### src/rtl/rx_host.sv
// Host end of the remote-IO sdio link: one frame every PERIOD clocks. Each frame
// sends a 4-bit address and a 16-bit write word, then captures 24 ADC bytes and a readback word.
module rx_host #(
    parameter int unsigned PERIOD    = 128,
    parameter int unsigned RX_OFFSET = 16,
    parameter logic [3:0]  NOP_ADDR  = 4'd7
) (
    input  logic        clock,
    input  logic        reset,
    input  logic        cmd_valid,
    output logic        cmd_ready,
    input  logic [3:0]  cmd_addr,
    input  logic [15:0] cmd_data,
    output logic [1:0]  io_o,
    output logic        io_oe,
    input  logic [1:0]  io_i,
    output logic        adc_valid,
    output logic [4:0]  adc_index,
    output logic [7:0]  adc_data,
    output logic        resp_valid,
    output logic [3:0]  resp_addr,
    output logic [15:0] resp_data,
    output logic [15:0] frame_cnt
);

    localparam int unsigned FC_W   = 8;
    localparam int unsigned ADDR_W = 4;
    localparam int unsigned DATA_W = 16;
    localparam int unsigned WORD_W = ADDR_W + DATA_W;

    localparam logic [FC_W-1:0] FC_LAST       = FC_W'(PERIOD - 1);
    localparam logic [FC_W-1:0] TX_LAST       = FC_W'(10);
    localparam logic [FC_W-1:0] TX_SHIFT_LAST = FC_W'(9);
    localparam logic [FC_W-1:0] RX_FIRST      = FC_W'(RX_OFFSET);
    localparam logic [FC_W-1:0] RX_LAST       = FC_W'(RX_OFFSET + 103);
    localparam logic [4:0]      RESP_HI_IDX   = 5'd24;

    logic [FC_W-1:0]   fc;
    logic              live;
    logic              hold_full;
    logic [ADDR_W-1:0] hold_addr;
    logic [DATA_W-1:0] hold_data;
    logic [17:0]       tx_sh;
    logic [ADDR_W-1:0] frame_addr;
    logic [5:0]        sr;
    logic [7:0]        resp_hi;

    logic              fc_wrap;
    logic [FC_W-1:0]   fc_n;
    logic              live_n;
    logic              latch;
    logic              tx_shift;
    logic [WORD_W-1:0] word_n;
    logic              accept;
    logic              hold_full_n;
    logic              rx_on;
    logic [6:0]        rx_pos;
    logic [4:0]        rx_idx;
    logic              rx_done;
    logic [7:0]        rx_byte;

    // Frame timing, command hand-off and receive window decode.
    // live stays low through the first PERIOD cycles after reset so the target can time out.
    always_comb begin
        fc_wrap     = (fc == FC_LAST);
        fc_n        = fc_wrap ? '0 : fc + FC_W'(1);
        live_n      = live | fc_wrap;
        latch       = live && (fc == '0);
        tx_shift    = live && (fc != '0) && (fc <= TX_SHIFT_LAST);
        word_n      = hold_full ? {hold_addr, hold_data} : {NOP_ADDR, 16'h0000};
        accept      = cmd_valid && cmd_ready;
        hold_full_n = hold_full;
        if (latch) begin
            hold_full_n = 1'b0;
        end
        if (accept) begin
            hold_full_n = 1'b1;
        end
        rx_on   = live && (fc >= RX_FIRST) && (fc <= RX_LAST);
        rx_pos  = 7'(fc - RX_FIRST);
        rx_idx  = rx_pos[6:2];
        rx_done = rx_on && (rx_pos[1:0] == 2'b11);
        rx_byte = {sr, io_i};
    end

    always_ff @(posedge clock) begin
        if (reset) begin
            fc         <= '0;
            live       <= 1'b0;
            hold_full  <= 1'b0;
            hold_addr  <= '0;
            hold_data  <= '0;
            tx_sh      <= '0;
            frame_addr <= '0;
            sr         <= '0;
            resp_hi    <= '0;
            cmd_ready  <= 1'b1;
            io_o       <= 2'b00;
            io_oe      <= 1'b0;
            adc_valid  <= 1'b0;
            adc_index  <= '0;
            adc_data   <= '0;
            resp_valid <= 1'b0;
            resp_addr  <= '0;
            resp_data  <= '0;
            frame_cnt  <= '0;
        end else begin
            fc         <= fc_n;
            live       <= live_n;
            hold_full  <= hold_full_n;
            cmd_ready  <= !hold_full_n;
            adc_valid  <= 1'b0;
            resp_valid <= 1'b0;

            if (fc_wrap) begin
                frame_cnt <= frame_cnt + 16'd1;
            end

            if (accept) begin
                hold_addr <= cmd_addr;
                hold_data <= cmd_data;
            end

            // Outputs are registered from the next count so io_o/io_oe line up with fc.
            io_oe <= live_n && (fc_n <= TX_LAST);
            io_o  <= 2'b00;
            if (latch) begin
                io_o       <= word_n[19:18];
                tx_sh      <= word_n[17:0];
                frame_addr <= word_n[19:16];
            end else if (tx_shift) begin
                io_o  <= tx_sh[17:16];
                tx_sh <= {tx_sh[15:0], 2'b00};
            end

            if (rx_on) begin
                sr <= rx_byte[5:0];
            end
            if (rx_done) begin
                if (rx_idx < RESP_HI_IDX) begin
                    adc_valid <= 1'b1;
                    adc_index <= rx_idx;
                    adc_data  <= rx_byte;
                end else if (rx_idx == RESP_HI_IDX) begin
                    resp_hi <= rx_byte;
                end else begin
                    resp_valid <= 1'b1;
                    resp_data  <= {resp_hi, rx_byte};
                    resp_addr  <= frame_addr;
                end
            end
        end
    end

endmodule
### config.mk
export PLATFORM = sky130hd
export DESIGN_NAME = rx_host
export DESIGN_NICKNAME = d
export VERILOG_FILES = /design/src/rtl/rx_host.sv
export SDC_FILE = /design/constraint.sdc
export NUM_CORES = 1
export LEC_CHECK = 0
export BUFFER_PORTS_ARGS = -buffer_cell sky130_fd_sc_hd__buf_4
export CELL_PAD_IN_SITES_DETAIL_PLACEMENT = 2
export CELL_PAD_IN_SITES_GLOBAL_PLACEMENT = 2
export CORE_UTILIZATION = 34
export DETAILED_ROUTE_END_ITERATION = 12
export PLACE_DENSITY_LB_ADDON = 0.1
export SKIP_CTS_REPAIR_TIMING = 1
export SLEW_MARGIN = 0
export SYNTH_ARGS = -nofsm -noshare
export SYNTH_HDL_FRONTEND = slang
export SYNTH_SLANG_ARGS = --single-unit
### constraint.sdc
create_clock -name clock -period 2.5 [get_ports clock]
set_input_delay 0.125 -clock clock [delete_from_list [all_inputs] [get_ports clock]]
set_output_delay 0.125 -clock clock [all_outputs]
set_load 0.01 [all_outputs]
---- Word level (Yosys, flattened, before mapping) ----
Cells that the tools add are included.
storage, ports and cells
  bits in writable memories ............... 0
  input bits .............................. 25
  memories kept ........................... 0
  bits in read-only memories .............. 0
  flip-flop bits (word level) ............. 121
  bits in latches ......................... 0
cells by class
  divide/modulo/power cells ............... 0
  eq/ne operators ......................... 3
  shift-type cells ........................ 0
  add/subtract/negate cells ............... 3
  muxes and demuxes ....................... 10
  reductions and logical operators ........ 17
  bitwise operators ....................... 4
  multiply operators ...................... 0
  $lt $le $gt $ge ......................... 5
operators with widths
  operator                 count
  $mux W18                 2
  $mux W20                 1
  $add A16 B1 Y16 const B  1
  $le A8 B4 Y1 const B     2
  $add A8 B1 Y8 const B    1
  $eq A8 B7 Y1 const B     1
  $ge A8 B5 Y1 const B     1
  $le A8 B7 Y1 const B     1
  $logic_and A1 B1 Y1      8
  $logic_not A8 Y1         1
  $mux W8                  1
  $reduce_bool A8 Y1       1
  $sub A7 B5 Y7 const B    1
  $reduce_and A3 Y1        2
  $eq A5 B5 Y1 const B     1
  $lt A5 B5 Y1 const B     1
  $mux W1                  4
  $mux W2                  2
  $not A1 Y1               3
  $reduce_or A3 Y1         1
  $eq A2 B2 Y1 const B     1
  $reduce_and A2 Y1        1
  $reduce_bool A2 Y1       1
  $reduce_or A2 Y1         1
  other kinds (2)          2

---- Depth between registers and ports, before layout ----
Gate-level depths: netlist of the first run.
  depth in word-level cells ............... 6
  depth in mapped cells ................... 8
  depth with buffers taken out ............ 6

---- Worst setup path after synthesis of the first run ----
OpenSTA, ideal clock, no wires.
  kind .................................... flip-flop to flip-flop
  start ................................... register fc[4]
  end ..................................... register tx_sh[10]
  stages on the path, launching flop included .. 9
  arrival ................................. 2.068 ns
  clock period less this slack ............ 2.139 ns
  slack ................................... 0.361 ns
  buffers on the path ..................... 2
  data required time ...................... 2.428 ns
  cell sequence ........................... dfxtp_1 -> inv_1 -> ha_1 -> nor3b_2 -> and4b_1 -> buf_1 -> o31ai_4 -> buf_4 -> mux2i_1
between the ends
  word-level cells in the longest chain between the ends .. 4
  elaborated cells between the ends (all ways) .. 8
  classes of those cells .................. order compare: 1; mux: 1; reduce/logical: 6
RTL lines
  element                                               RTL line  source
  start: declaration                                    38        logic [FC_W-1:0] fc;
  start signal: assignment                              108       fc <= fc_n;
  branches (longest 4 deep; another with $le A8 B4 Y1)  -
  end signal: assignment                                129       tx_sh <= word_n[17:0];
  end signal: assignment                                133       tx_sh <= {tx_sh[15:0], 2'b00};
  end: declaration                                      43        logic [17:0] tx_sh;
Parallel ways; which one is timed is not known.
A chain may end at the register's enable or synchronous reset.

---- Worst setup path after layout of the first run ----
  start ................................... register fc[4]
  end ..................................... register frame_cnt[12]
between the ends
  word-level cells in the longest chain between the ends .. 1
RTL lines
  element                 RTL line  source
  $eq A8 B7 Y1            65        fc_wrap = (fc == FC_LAST);
  end signal: assignment  116       frame_cnt <= frame_cnt + 16'd1;
  end: declaration        23        output logic [15:0] frame_cnt
No other way between the ends.

==> results.json, run 1 <==
{
  "drv_slew": 0,
  "crit_fanout": 10,
  "final_common_cell": "nand2_1",
  "cap_violations": 0,
  "die_area_um2": 16300,
  "cts.sinks": 121,
  "worstPathRequired_ns": 2.83,
  "grt_first_pass_wirelength_um": 25700,
  "gr-total-overflow": 0,
  "leakage_nw": 2.76,
  "drcViolationCount": 0,
  "grt_pass1_vias": 4959,
  "mostFrequentLayoutCells": "nand2_1, dfxtp_1, buf_4",
  "clockBufferDepth": 2,
  "rsz0062_at_grt": "false",
  "port_buffers": 79,
  "ys.flop_type": "dfxtp_1",
  "min_period_ns": 2.36,
  "fin_hold_ws_ns": -0.0104,
  "placed_cells": 870,
  "drive_gt1_share_pct": 21.9,
  "synth_nets": 643,
  "htree_levels": 4,
  "cts_root_buffer": "clkbuf_16",
  "arrival_ns": 2.69,
  "synth_cell_types": 56,
  "fillers": 1654,
  "seq_area_frac_synth_pct": 45.2,
  "hold_path_class": "in2reg",
  "end_kind": "flip-flop",
  "hold_viol": 2,
  "ir_drop_mv": 0.516,
  "fp.dieH_um": 128,
  "synthCells": 609,
  "finalSetupTns_ns": 0,
  "clk_latency_ns": 0.42,
  "syn_to_final_growth_pct": 30.5,
  "fmaxAchievable_mhz": 424,
  "finalCritPeriodShare_pct": 94.4,
  "cts.clk_slew.worst_paths_ns": 0.05,
  "fin_ws_ns": 0.140,
  "dr.first_iter.drc_count": 136,
  "synth_area_um2": 5360,
  "violations": "negative hold slack",
  "ys_warn_count": 0,
  "p_per_area_nw_per_um2": 701,
  "drt-vias-per-instance": 5.17,
  "tightest_slew_ns": 0.798,
  "relSlewSlack_pct": 46.8,
  "die_width_um": 128,
  "wl_per_cell_um": 17.2,
  "core_region_area_um2": 15300,
  "rows": 45,
  "setup_viol": 0,
  "postRouteAntennaNets": 0,
  "ios": 80,
  "skew_ns": 0.00816,
  "gp_congestion": 0.757,
  "async_flop_share_pct": 0,
  "fin_cells": 919,
  "avgSynthCellArea_um2": 8.80,
  "wl_um": 15800,
  "antenna_found_initial": 0,
  "cts_tree": "yes",
  "critPathKind": "reg2reg",
  "place_hpwl_um": 10600,
  "ys_ff_latch": 121,
  "cp-start-kind": "flip-flop",
  "cts_buffers": 17,
  "first_pass_iters": 4,
  "start_util_pct": 35.0,
  "grt_use_total_pct": 20.3,
  "grt_max_degree": 67,
  "outcome": "complete, but fails checks",
  "routed-via-count": 4748,
  "diodes": 0,
  "post-place-ws_ns": 0.142,
  "synth_edf_count": 0,
  "nets": 730
}
==> per-layer routing <==
| metal | global-route usage, % | vias to the layer above | routed length, µm |
|---|---|---|---|
| li1 | - | 2317 | - |
| met1 | 25.2 | 2335 | 7490 |
| met2 | 34.7 | 78 | 7660 |
| met3 | 3.73 | 18 | 431 |
| met4 | 7.77 | 0 | 215 |
| met5 | 0 | - | 0 |
==> critical path, stage by stage, from the launching register on <==
cell and delay [ns]:
dfxtp_1 0.48, ha_1 0.32, nand3b_4 0.17, or4_1 0.60
or4_1 0.52, a21oi_1 0.18
==> through the flow <==
stage | power, mW | utilization (%) | area (µm²)
CTS | 4.94 | 44.4 | 6800
floorplan | 2.14 | - | 5360
detailed placement | 2.23 | 40.2 | 6150
global route | 5.06 | 45.6 | 6990
global placement | 2.22 | 40.2 | 6150
finish | 4.90 | 45.6 | 6990
==> final timing paths <==
path	startpoint	to	slack, ns	depth (start not counted)
max reg2reg	fc[4]$_SDFF_PP0_	frame_cnt[12]$_SDFFE_PP0N_	0.14	5
min	cmd_addr[0]	hold_addr[0]$_SDFFE_PP0P_	-0.01	3
max	fc[4]$_SDFF_PP0_	frame_cnt[12]$_SDFFE_PP0N_	0.14	5
min reg2reg	hold_data[8]$_SDFFE_PP0P_	hold_data[8]$_SDFFE_PP0P_	0.46	2
==> sequential cells by signal, summed over array words and instances, names as in the netlist <==
name,count
sr,6
resp_addr,4
cmd_ready,1
adc_data,8
fc,8
adc_index,5
resp_valid,1
frame_addr,4
tx_sh,18
resp_data,16
hold_data,16
hold_addr,4
adc_valid,1
io_o,2
resp_hi,8
hold_full,1
io_oe,1
live,1
frame_cnt,16
==> cells in the mapped netlist (2+ instances only) <==
library cell	n	share of area, %
nor2_1	18	1.3
buf_1	5	0.35
or3b_2	2	0.33
mux2i_1	44	8.2
clkbuf_1	33	2.3
a21oi_1	47	4.4
and4_1	3	0.49
nor4_1	18	2.1
o32a_1	2	0.37
o21ai_0	21	2.0
nor3b_1	2	0.28
o31a_1	14	2.3
buf_6	4	0.84
nor2b_1	3	0.35
o31ai_1	6	0.84
o311ai_0	2	0.33
nor3_1	16	1.5
xor2_1	3	0.49
a211oi_1	3	0.42
nand3_1	6	0.56
buf_4	3	0.42
nand4_1	8	0.93
dfxtp_1	121	45
nand2_1	138	9.7
o211ai_1	3	0.42
a31o_2	10	1.6
inv_1	17	1.2
nor3b_2	2	0.47
or4_1	6	0.84
xnor2_1	12	2.0
buf_2	2	0.19
ha_1	9	2.1
a31oi_1	2	0.23
o221a_2	2	0.42
==> cell families after synthesis <==
group                    synth area share, %
AO/OA/AOI/OAI                           14.9
AND/OR/NAND/NOR                         21.6
XOR/XNOR                                2.45
buffers and inverters                   5.30
flip-flops                              45.2
adder cells (fa/ha/maj)                 2.10
multiplexers                            8.43
==> power breakdown <==
group / switching, mW / internal [mW]
clock network: 0.894 / 1.79
registers: 0.0257 / 1.96
logic: 0.141 / 0.0901
total: 1.06 / 3.84
==> final cells by class <==
class | instances | area [µm²] | share of cell area [%]
multi-input combinational | 424 | 2660 | 38.1
sequential | 121 | 2420 | 34.7
timing repair buffer | 115 | 937 | 13.4
clock buffer | 20 | 447 | 6.39
tap | 211 | 264 | 3.78
clock inverter | 11 | 195 | 2.79
inverter | 17 | 63.8 | 0.913
(Power assumes the default switching activity.)
==> inputs of run 2 (changes only) <==
CTS_CLUSTER_DIAMETER = 80   (was default)
REMOVE_ABC_BUFFERS = 1   (was default)
==> run 2 against run 1 <==
The run now ends clean. First-iteration DRC count rose by 49%. Sequential share of layout area shrank 0.47 points. Combinational power grew 3%. Cell count up 0.87%. Largest cell class unchanged. Largest power group unchanged. Highest routed layer unchanged.
==> results.json, run 2 (same netlist as run 1, synthesis figures left out) <==
{
  "rows": 45,
  "cts.clk_slew.worst_paths_ns": 0.05,
  "hold_viol": 0,
  "drcViolationCount": 0,
  "placed_cells": 874,
  "fin_ws_ns": 0.174,
  "cts_root_buffer": "clkbuf_16",
  "crit_buf_inv": 0,
  "relSlewSlack_pct": 48.9,
  "p_switching_mw": 1.06,
  "drive_gt1_share_pct": 22.5,
  "routed-via-count": 4800,
  "min_period_ns": 2.33,
  "clockBufferDepth": 2,
  "p_int_mw": 3.99,
  "critical_path.slowest_cell": "or4_1",
  "power_switching_share_pct": 21.0,
  "wl_um": 15500,
  "port_buffers": 79,
  "fmaxAchievable_mhz": 430,
  "cp_slowest_stage_delay_ns": 0.59,
  "hold_path_class": "in2reg",
  "cts_buffers": 17,
  "postRouteAntennaNets": 0,
  "gr-total-overflow": 0,
  "crit_fanout": 10,
  "finalSetupTns_ns": 0,
  "r2r_start": "fc[4]$_SDFF_PP0_",
  "comb_power_share_pct": 4.7,
  "clk_latency_ns": 0.42,
  "die_width_um": 128,
  "ios": 80,
  "antenna_found_initial": 0,
  "ir_drop_mv": 0.506,
  "syn_to_final_growth_pct": 32.3,
  "grt_use_total_pct": 19.8,
  "skew_ns": 0.00634,
  "p_per_area_nw_per_um2": 714,
  "arrival_ns": 2.66,
  "tightest_slew_ns": 0.767,
  "power_frac_seq_pct": 39.1,
  "mostFrequentLayoutCells": "nand2_1, dfxtp_1, buf_4",
  "fin_cells": 927,
  "outcome": "finished clean",
  "dr.first_iter.drc_count": 202,
  "grt_pass1_vias": 5038,
  "final_common_cell": "nand2_1",
  "wl_per_cell_um": 16.7,
  "core_region_area_um2": 15300,
  "finalCritPeriodShare_pct": 93.0,
  "die_area_um2": 16300,
  "path_cells": "ha_1, nand3b_4, or4_1, or4_1, a21oi_1",
  "diodes": 0,
  "largest_reg_flops": 18,
  "hold_path_startpoint": "io_i[0]",
  "end_kind": "flip-flop",
  "cp-start-kind": "flip-flop",
  "setup_viol": 0,
  "drv_slew": 0,
  "rsz0062_at_grt": "false",
  "drt-vias-per-instance": 5.18,
  "cp_common_cell": "or4_1",
  "worstPathRequired_ns": 2.84,
  "nets": 737,
  "start_util_pct": 35.0,
  "largest-register": "tx_sh",
  "p_clk_share_pct": 56.2,
  "grt_first_pass_wirelength_um": 25300,
  "post-place-ws_ns": 0.0444,
  "crit_path_start": "fc[4]$_SDFF_PP0_",
  "cts.sinks": 121,
  "leakage_nw": 2.82,
  "critPathKind": "reg2reg",
  "cap_violations": 0,
  "htree_levels": 4,
  "gp_congestion": 0.780,
  "grt_max_degree": 44,
  "fp.dieH_um": 128,
  "crit_family": "simple AND/OR/NAND/NOR gates",
  "place_hpwl_um": 10200,
  "cts_tree": "yes",
  "first_pass_iters": 4
}
==> run 2: power by group through the flow <==
| stage | clock network [mW] | logic [mW] | registers [mW] |
|---|---|---|---|
| after floorplan | 0 | 0.0984 | 2.02 |
| after global placement | 0 | 0.204 | 2.02 |
| after detailed placement | 0 | 0.211 | 2.02 |
| after CTS | 2.90 | 0.214 | 1.98 |
| after global routing | 2.99 | 0.265 | 1.98 |
| final | 2.84 | 0.237 | 1.98 |
==> run 2: final cells by class <==
class	instances	area [µm²]
fillers	1687	8230
multi-input cells	424	2660
flip-flops and latches	121	2420
repair buffers	122	993
clock buffers	20	467
well taps	211	264
clock inverters	12	219
inverters	17	63.8
==> run 2: worst paths after layout <==
check                           slack (ns)  depth (start not counted)                    endpoint
worst max-delay path                  0.17                          5  frame_cnt[14]$_SDFFE_PP0N_
worst min-delay path                  0.02                          3          sr[0]$_SDFFE_PP0N_
worst max register to register        0.17                          5  frame_cnt[14]$_SDFFE_PP0N_
worst min register to register        0.46                          2   hold_data[4]$_SDFFE_PP0P_
==> run 2: stage by stage <==
stage / hold WS (ns) / cell area [µm²] / utilization (%) / power (mW)
global route: 0.0193 / 7090 / 46.3 / 5.23
CTS: -0.0637 / 6870 / 44.9 / 5.09
floorplan: 0.194 / 5140 / - / 2.12
detailed placement: 0.388 / 6180 / 40.4 / 2.23
finish: 0.0190 / 7090 / 46.3 / 5.06
global placement: 0.371 / 6180 / 40.4 / 2.22
==> run 2: worst register-to-register path, delay by kind of cell (launching register included) <==
kind	cells	cell delay [ns]
AOI/OAI and AO/OA	1	0.17
adders and majority gates	1	0.34
DFF	1	0.46
and+or+nand+nor	3	1.28
==> run 2: layer usage <==
layer | up-vias | wire, µm | track usage, %
met5 | - | 0 | 0
met4 | 0 | 186 | 6.72
met3 | 14 | 381 | 4.36
met2 | 66 | 7690 | 34.7
met1 | 2394 | 7210 | 23.9
li1 | 2326 | - | -
==> inputs of run 3 (changes only) <==
CORE_UTILIZATION = 37   (was 34)
PLACE_DENSITY = 0.94   (was default)
PLACE_DENSITY_LB_ADDON = default   (was 0.1)
clock period = 2.82 ns   (was 2.5 ns; I/O delays follow)
==> run 3 against run 2 <==
The run now ends with negative hold slack left. Routed wire length increased by 25%. Clock power decreased by 16%. Worst hold slack worse by 0.040 ns. Sequential power decreased by 11%. Via count increased by 3.3%. First-iteration DRC count up 10%. Combinational power is 14% lower. Global-route usage increased by 6.1 points.
==> results.json, run 3 (same netlist as run 1, synthesis figures left out) <==
{
  "outcome": "complete, but fails checks",
  "violations": "negative hold slack",
  "dr.first_iter.drc_count": 223,
  "postRouteAntennaNets": 0,
  "cts_tree": "yes",
  "whs_endpoint": "hold_data[12]$_SDFFE_PP0P_",
  "fin_area_um2": 6890,
  "fmaxAchievable_mhz": 381,
  "p_per_area_nw_per_um2": 630,
  "finalCritPeriodShare_pct": 93.1,
  "skew_ns": 0.00881,
  "gp_congestion": 0.798,
  "rsz0062_at_grt": "false",
  "cts.sinks": 121,
  "drive_gt1_share_pct": 21.8,
  "grt_use_total_pct": 25.9,
  "cts_buffers": 17,
  "end_kind": "flip-flop",
  "placed_cells": 835,
  "fin_ws_ns": 0.194,
  "grt_max_degree": 67,
  "tightest_slew_ns": 0.767,
  "die_area_um2": 15000,
  "start_util_pct": 38.3,
  "drcViolationCount": 0,
  "dpl_cell_area_um2": 6070,
  "htree_levels": 4,
  "worstPathRequired_ns": 3.13,
  "hold_viol": 4,
  "crit_fanout": 10,
  "gr-total-overflow": 0,
  "critPathKind": "reg2reg",
  "drv_slew": 0,
  "final_common_cell": "nand2_1",
  "fp.dieH_um": 122,
  "r2r_start": "fc[4]$_SDFF_PP0_",
  "rows": 43,
  "wl_um": 19400,
  "reg2regPathDepth": 6,
  "hold_path_class": "in2reg",
  "port_buffers": 79,
  "ios": 80,
  "first_pass_iters": 4,
  "grt_first_pass_wirelength_um": 29600,
  "clockBufferDepth": 2,
  "clk_latency_ns": 0.42,
  "hold_path_startpoint": "cmd_data[12]",
  "place_hpwl_um": 10800,
  "diodes": 0,
  "arrival_ns": 2.94,
  "leakage_nw": 2.73,
  "post-place-ws_ns": 0.158,
  "setup_viol": 0,
  "core_region_area_um2": 14000,
  "syn_to_final_growth_pct": 28.7,
  "cts.clk_slew.worst_paths_ns": 0.06,
  "cap_violations": 0,
  "relSlewSlack_pct": 48.7,
  "timing.rr.end": "adc_data[3]$_SDFFE_PP0P_",
  "hold_depth": 3,
  "reg2reg_setup_slack_ns": 0.19,
  "ir_drop_mv": 0.438,
  "die_width_um": 122,
  "nets": 726,
  "wl_per_cell_um": 21.9,
  "drt-vias-per-instance": 5.60,
  "cp-start-kind": "flip-flop",
  "finalSetupTns_ns": 0,
  "fin_cells": 885,
  "min_period_ns": 2.63,
  "mostFrequentLayoutCells": "nand2_1, dfxtp_1, buf_4",
  "routed-via-count": 4958,
  "fin_hold_ws_ns": -0.0213,
  "largest-register": "tx_sh",
  "grt_pass1_vias": 5388,
  "antenna_found_initial": 0,
  "largest_reg_flops": 18,
  "cts_root_buffer": "clkbuf_16"
}
## run 3: cell types whose count changed in the layout (fill, tap and decap cells not counted), sizes merged
| cell | before | now |
|---|---|---|
| bufinv | 6 | 4 |
| inv | 17 | 19 |
| clkinv | 4 | 3 |
| clkbuf | 20 | 19 |
| buf | 101 | 95 |
| clkinvlp | 2 | 4 |
| dlygate4sd3 | 21 | 16 |
## run 3: layout make-up
type	instances	area, µm²
Fill cell	1479	7090
Multi-Input combinational cell	424	2660
Sequential cell	121	2420
Timing Repair Buffer	111	886
Clock buffer	19	443
Tap cell	180	225
Clock inverter	13	194
Inverter	17	63.8
## run 3: power by group
part           switching, mW  internal [mW]
Combinational          0.129         0.0760
Clock                  0.865           1.51
Sequential            0.0278           1.73
Total                   1.02           3.32
## run 3: metal layers
layer	global-route usage (%)	part of all wire, %	routed length, µm
met3	4.09	2.6	505
met2	45.7	52	10100
met1	30.9	43	8240
met5	0	0	0
met4	11.5	2.7	528
## run 3: worst max path at each step
stage	start	endpoint	slack, ns	cells past startpoint
after floorplan	fc[4]$_SDFF_PP0_	tx_sh[17]$_SDFFE_PP0P_	0.39	6
after global placement	fc[4]$_SDFF_PP0_	resp_hi[6]$_SDFFE_PP0P_	0.42	6
after detailed placement	fc[4]$_SDFF_PP0_	resp_hi[4]$_SDFFE_PP0P_	0.16	6
after CTS	fc[4]$_SDFF_PP0_	resp_hi[2]$_SDFFE_PP0P_	0.09	6
after global routing	fc[4]$_SDFF_PP0_	adc_data[2]$_SDFFE_PP0P_	0.05	6
final	fc[4]$_SDFF_PP0_	adc_data[3]$_SDFFE_PP0P_	0.19	6
## run 3: per-stage QoR
step / power, mW / util, %
after floorplan: 1.88 / -
after global placement: 1.96 / 43.4
after detailed placement: 1.97 / 43.4
after CTS: 4.34 / 48.0
after global routing: 4.47 / 49.3
final: 4.34 / 49.3
## run 3: critical path, cell delays in order (launching register included)
cell     delay, ns
dfxtp_1       0.50
inv_1         0.17
ha_1          0.26
xnor2_1       0.41
or2_2         0.31
nand3_1       0.44
a31o_2        0.43
